$ cat src/rtl/frv_mpa_unit.sv
`default_nettype none
// ============================================================================
// Module   : frv_mpa_unit
// Function : XCrypto multi-precision add/sub (1 cycle) and iterative
//            32-cycle shift-add multiply-accumulate, 64-bit result.
// Revision : 1.0 - initial release
// ============================================================================
module frv_mpa_unit (
    input  logic        g_clk,
    input  logic        g_resetn,
    input  logic        flush,
    input  logic        in_valid,
    output logic        in_ready,
    input  logic [1:0]  in_op,
    input  logic [31:0] in_rs1,
    input  logic [31:0] in_rs2,
    input  logic [31:0] in_rs3,
    output logic        out_valid,
    input  logic        out_ready,
    output logic [31:0] out_lo,
    output logic [31:0] out_hi
);

    localparam logic [1:0] c_OP_MADD = 2'b00;
    localparam logic [1:0] c_OP_MSUB = 2'b01;
    localparam logic [1:0] c_OP_MMUL = 2'b10;
    localparam logic [4:0] c_CNT_LAST = 5'd31;

    typedef enum logic [1:0] {
        ST_IDLE = 2'd0,
        ST_MUL  = 2'd1,
        ST_DONE = 2'd2
    } state_t;

    state_t      r_state;
    state_t      w_state_next;

    logic [63:0] r_acc;
    logic [4:0]  r_cnt;
    logic [31:0] r_mplier;
    logic [31:0] r_mcand;
    logic [31:0] r_out_lo;
    logic [31:0] r_out_hi;

    logic        w_accept;
    logic        w_mul_last;
    logic [32:0] w_add;
    logic [32:0] w_sub;
    logic [63:0] w_result;
    logic [63:0] w_partial;
    logic [63:0] w_acc_next;

    // Single-cycle ops: bit 32 of the 33-bit sum/difference is the carry/borrow.
    assign w_add = {1'b0, in_rs1} + {1'b0, in_rs2} + {32'b0, in_rs3[0]};
    assign w_sub = {1'b0, in_rs1} - {1'b0, in_rs2} - {32'b0, in_rs3[0]};

    always_comb begin
        w_result = 64'd0;
        case (in_op)
            c_OP_MADD: w_result = {31'b0, w_add};
            c_OP_MSUB: w_result = {31'b0, w_sub};
            default:   w_result = 64'd0;
        endcase
    end

    assign w_partial  = r_mplier[r_cnt] ? ({32'b0, r_mcand} << r_cnt) : 64'd0;
    assign w_acc_next = r_acc + w_partial;
    assign w_mul_last = (r_cnt == c_CNT_LAST);
    assign w_accept   = (r_state == ST_IDLE) && in_valid && !flush;

    always_ff @(posedge g_clk) begin
        if (!g_resetn) begin
            r_state <= ST_IDLE;
        end else begin
            r_state <= w_state_next;
        end
    end

    // Flush takes priority over accept and over the result handshake.
    always_comb begin
        w_state_next = r_state;
        in_ready     = 1'b0;
        out_valid    = 1'b0;
        case (r_state)
            ST_IDLE: begin
                in_ready = 1'b1;
                if (w_accept) begin
                    w_state_next = (in_op == c_OP_MMUL) ? ST_MUL : ST_DONE;
                end
            end
            ST_MUL: begin
                if (w_mul_last) begin
                    w_state_next = ST_DONE;
                end
            end
            ST_DONE: begin
                out_valid = 1'b1;
                if (out_ready) begin
                    w_state_next = ST_IDLE;
                end
            end
            default: w_state_next = ST_IDLE;
        endcase
        if (flush) begin
            w_state_next = ST_IDLE;
        end
    end

    always_ff @(posedge g_clk) begin
        if (!g_resetn) begin
            r_acc    <= 64'd0;
            r_cnt    <= 5'd0;
            r_mplier <= 32'd0;
            r_mcand  <= 32'd0;
            r_out_lo <= 32'd0;
            r_out_hi <= 32'd0;
        end else if (!flush) begin
            case (r_state)
                ST_IDLE: begin
                    if (in_valid) begin
                        if (in_op == c_OP_MMUL) begin
                            r_acc    <= {32'b0, in_rs3};
                            r_cnt    <= 5'd0;
                            r_mplier <= in_rs1;
                            r_mcand  <= in_rs2;
                        end else begin
                            r_out_lo <= w_result[31:0];
                            r_out_hi <= w_result[63:32];
                        end
                    end
                end
                ST_MUL: begin
                    r_acc <= w_acc_next;
                    r_cnt <= r_cnt + 5'd1;
                    if (w_mul_last) begin
                        r_out_lo <= w_acc_next[31:0];
                        r_out_hi <= w_acc_next[63:32];
                    end
                end
                default: begin
                end
            endcase
        end
    end

    assign out_lo = r_out_lo;
    assign out_hi = r_out_hi;

endmodule
`default_nettype wire

$ cat config.mk
export PLATFORM = sky130hd
export DESIGN_NAME = frv_mpa_unit
export DESIGN_NICKNAME = d
export VERILOG_FILES = /design/src/rtl/frv_mpa_unit.sv
export SDC_FILE = /design/constraint.sdc
export NUM_CORES = 1
export LEC_CHECK = 0
export CAP_MARGIN = 20
export CORE_ASPECT_RATIO = 0.6
export CORE_UTILIZATION = 55
export DETAILED_ROUTE_END_ITERATION = 10
export GPL_TIMING_DRIVEN = 0
export PLACE_DENSITY = 0.74
export SYNTH_ARGS = -nofsm -noshare
export SYNTH_HDL_FRONTEND = slang
export SYNTH_SLANG_ARGS = --single-unit
$ cat constraint.sdc
create_clock -name g_clk -period 5.45 [get_ports g_clk]
set_input_delay 1.09 -clock g_clk [delete_from_list [all_inputs] [get_ports g_clk]]
set_output_delay 1.09 -clock g_clk [all_outputs]
set_load 0.01 [all_outputs]
==> summary.md <==
| Metric | Value |
|---|---|
| Worst Hold Path Cells | 2 |
| DR vias/cell | 6.82 |
| Hold Path Class | reg -> reg |
| Slowest-stage cell, CP | mux4_2 |
| Post-synthesis sequential area ratio | about 22% |
| Worst skew pair latency | ~0.48 ns |
| Tot Pwr | 0.00406 W |
| Synthesized area | between 0.015 and 0.02 sq mm |
| Hold Slack | between 0.4 and 0.5 ns |
| FFs w/ async S/R, synth | 0% |
| Hold-fix buffers, CTS | 0 |
| Netlist cell types | 98 |
| Worst path buffer plus inverter count | 4 |
| Die Area | around 0.033 sq mm |
| Final worst path period need | between 5 and 6 ns |
| Clock power share | 34.7% |
| Pleak | between 8 and 9 nW |
| R2r startpoint | r_cnt[3] |
| Core region area | around 0.032 sq mm |
| Maxcap violations | 0 |
| Rows | 50 |
| Setup TNS | 0 ns |
| H-tree depth | 4 |
| Starting density of the core | 56.6% |
| Startpoint types | flop |
| Arrival @ worst endpoint | 5.82 ns |
| Unrepaired setup endpoints after global routing | true |
| Setup WS pre-CTS | -1.03 ns |
| Comb power frac | 28.0% |
| Primary FF master, synth | dfxtp_1 |
| Fin. max-slew vios | 0 |
| TritonCTS clock tree | built |
| Count of final hold-check violations | 0 |
| # fillers | 2672 |
| Maximum number of pins on one net before global-route repair | 24 |
| CTS sink count | between 150 and 200 |
| RR Endpoint | r_acc[56] |
| Top cells by area, synth | dfxtp_1, ha_1, nand2_1 |
| Final core occ | roughly 68% |
| Worst Hold Path EP | r_mplier[23] |
| YS warnings | 0 |
| Biggest area consumer among synthesized cells | dfxtp_1 |
| Max_slew headroom | roughly a fifth |
| R2R depth | 19 |
| Starting DRT DRC Count | approximately 3.2k |
| Int Pwr | around 0.0026 W |
| CP max stage delay | 0.50 ns |
| Global placer's final weighted congestion | between 1 and 1.5 |
| Req. time, crit path | 5.83 ns |
| NumNets Final | between 2k and 3k |
| Crit end category | flop |
| Reg power frac | between 30% and 40% |
| IO Count | roughly 170 |
| Sw Ratio | 36.8% |
| DRC viols | 0 |
| Synth top area share | 22.3% |
| Critical path's top delay family | compound AO/OA/AOI/OAI gates |
| Crit path max fanout | 10 |
| DR pass1 iterations | 6 |
| Overflow left after global routing | 0 |
| Clock buffer count from CTS | 17 |
| Worst-Margin Slew | around 1.2 ns |
| Part of the cycle the worst path needs | about 100% |
| Final setup fails | 0 |
| ANT nets after route | 0 |
| Pwr Density | 191 mW/mm^2 |
| Net count after synthesis | between 2k and 3k |
| Crit path launch | r_cnt[3] |
| Outcome | completed |
| CP cell instances | clkbuf_1 > inv_1 > clkbuf_2 > mux4_2 > nand2_4 > and2_2 > buf_6 > a211oi_2 > ha_2 > a21oi_1 > o21ai_1 > nor3_2 > o211ai_1 > nand4_1 > and4b_4 > o31a_1 > o31ai_4 > xor2_2 > a32o_1 |
| Initial antenna violation count | 2 |
| Final WL | between 70000 and 80000 um |
| Peak supply drop | between 0.2 and 0.25 mV |
| GRT Resource Usage Total | around 46% |
| Fraction of layout cells with a size suffix above 1 | just over 10% |
| P&R area growth vs syn | 19.4% |
| Vias | approximately 20k |
| Storage element area | roughly 0.0040 sq mm |
| EDFF count, synth | 0 |
| Syn Inst Count | about 2.3k |
| Dpl hpwl | 63800 um |
| CTS Root Buffer Type | clkbuf_16 |
| Crit path kind | reg -> reg |
| Synthesis-stage register bit count | roughly 200 |
| Max Freq | 184 MHz |
| Buffers on Ports | 168 |
| CTS Buffer Depth | 2 |
| Die H | between 100 and 150 um |
| R2r setup slk | approximately 0.007 ns |
| Hold_sp | r_mplier[23] |
| Worst Skew | around 0.015 ns |
| Vias in the first global route | about 18k |
| Worst Setup Slack, final | approximately 0.0070 ns |
| Die Wd | ~230 um |
| Synthesized area per cell | just under 8 sq um |
| Clock Pin Slew Worst Setup and Hold Paths | around 0.090 ns |
| Net Switching | approximately 0.0015 W |
| Multi-input gate area | approximately 0.013 sq mm |
| Wire length per cell | roughly 27 um |
| First-pass GRT wire length | approximately 110000 um |
==> cell usage after synthesis, types with 17 or more instances <==
cell / number
ha_1: 158
o211ai_1: 19
nand3_1: 37
mux4_2: 33
a21oi_1: 184
nand4_1: 25
o21ai_0: 125
a221oi_1: 17
a21o_1: 53
o31ai_1: 25
and2_1: 24
mux2i_1: 39
a31oi_1: 23
nand2_1: 316
a211oi_1: 17
mux2_2: 22
nor2b_1: 36
nor3_1: 24
dfxtp_1: 199
xor2_1: 32
o21a_1: 22
nor2_1: 167
clkbuf_1: 89
o21bai_1: 20
and3_1: 18
a21boi_0: 104
inv_1: 126
xnor2_1: 83
a22oi_1: 53
==> layout by cell type (no fill, tap or decap), types with 34 or more instances in the layout <==
cell,count
a21boi_0,104
a21o_1,53
a21oi_1,175
a22oi_1,51
clkbuf_1,81
clkdlybuf4s50_1,168
dfxtp_1,198
ha_1,148
inv_1,126
mux2i_1,34
nand2_1,315
nand3_1,37
nor2_1,159
o21ai_0,115
xnor2_1,83
==> flip-flops by register name (all words and copies together), names as in the netlist <==
| name | count |
|---|---|
| out_hi | 32 |
| out_lo | 32 |
| r_acc | 64 |
| r_cnt | 5 |
| r_mcand | 32 |
| r_mplier | 32 |
| r_state | 2 |
==> cells by family after synthesis <==
family,share of synthesized area [%]
flip-flops,22.3
multiplexers,7.73
buffers and inverters,6.35
AO/OA/AOI/OAI,28.5
XOR/XNOR,5.64
AND/OR/NAND/NOR,17.8
adder cells (fa/ha/maj),11.6
==> metrics by stage <==
step	cells	cell area [sq um]
6_report	2919	21300
5_1_grt	2917	21300
4_1_cts	2907	20900
3_5_place_dp	2870	20100
3_3_place_gp	2870	20100
2_1_floorplan	2286	17900
==> worst max path at each step <==
stage	end	slack (ns)	depth (start not counted)
after CTS	out_hi[25]	0.005	19
after global placement	out_hi[24]	-0.86	21
final	r_acc[56]	0.007	19
after floorplan	out_hi[24]	0.68	20
after global routing	r_acc[56]	-0.02	19
after detailed placement	r_acc[56]	-1.03	21
==> layout make-up <==
class,count,share of cell area [%]
buffer,133,3.41
multi-input combinational,1827,61.8
clock inverter,15,0.980
timing repair buffer,184,8.47
tap,416,2.44
antenna,2,0.0235
inverter,126,2.22
clock buffer,17,2.00
sequential,199,18.7
==> timing repair <==
item / in CTS / in global routing
cloned: 0 / 0
setup endpoints to repair: 81 / 56
buffers inserted: 5 / 10
pin swaps: 6 / 18
gates resized for setup: 56 / 85
==> tightest hold or removal path, stage by stage (launching register included) <==
cell and delay (ns):
dfxtp_1 0.32, nand2_1 0.05, a21boi_0 0.07
==> routing by layer <==
layer  wire [um]  GRT usage, %  share of wire [%]  vias to the layer above
met5          12             0              0.015                        -
met4        2540          15.3                3.2                        2
met3       13800          19.4                 17                      212
met2       28500          58.6                 36                     1592
met1       34000          67.8                 43                     9466
li1            -             -                  -                     8621
==> power groups by stage <==
stage / clock, W / combinational, W / sequential [W]
2_1_floorplan: 0 / 0.000648 / 0.00154
3_3_place_gp: 0 / 0.00104 / 0.00154
3_5_place_dp: 0 / 0.00106 / 0.00155
4_1_cts: 0.00139 / 0.00108 / 0.00151
5_1_grt: 0.00146 / 0.00119 / 0.00152
6_report: 0.00141 / 0.00114 / 0.00152
Power figures use the tool's default switching activity.
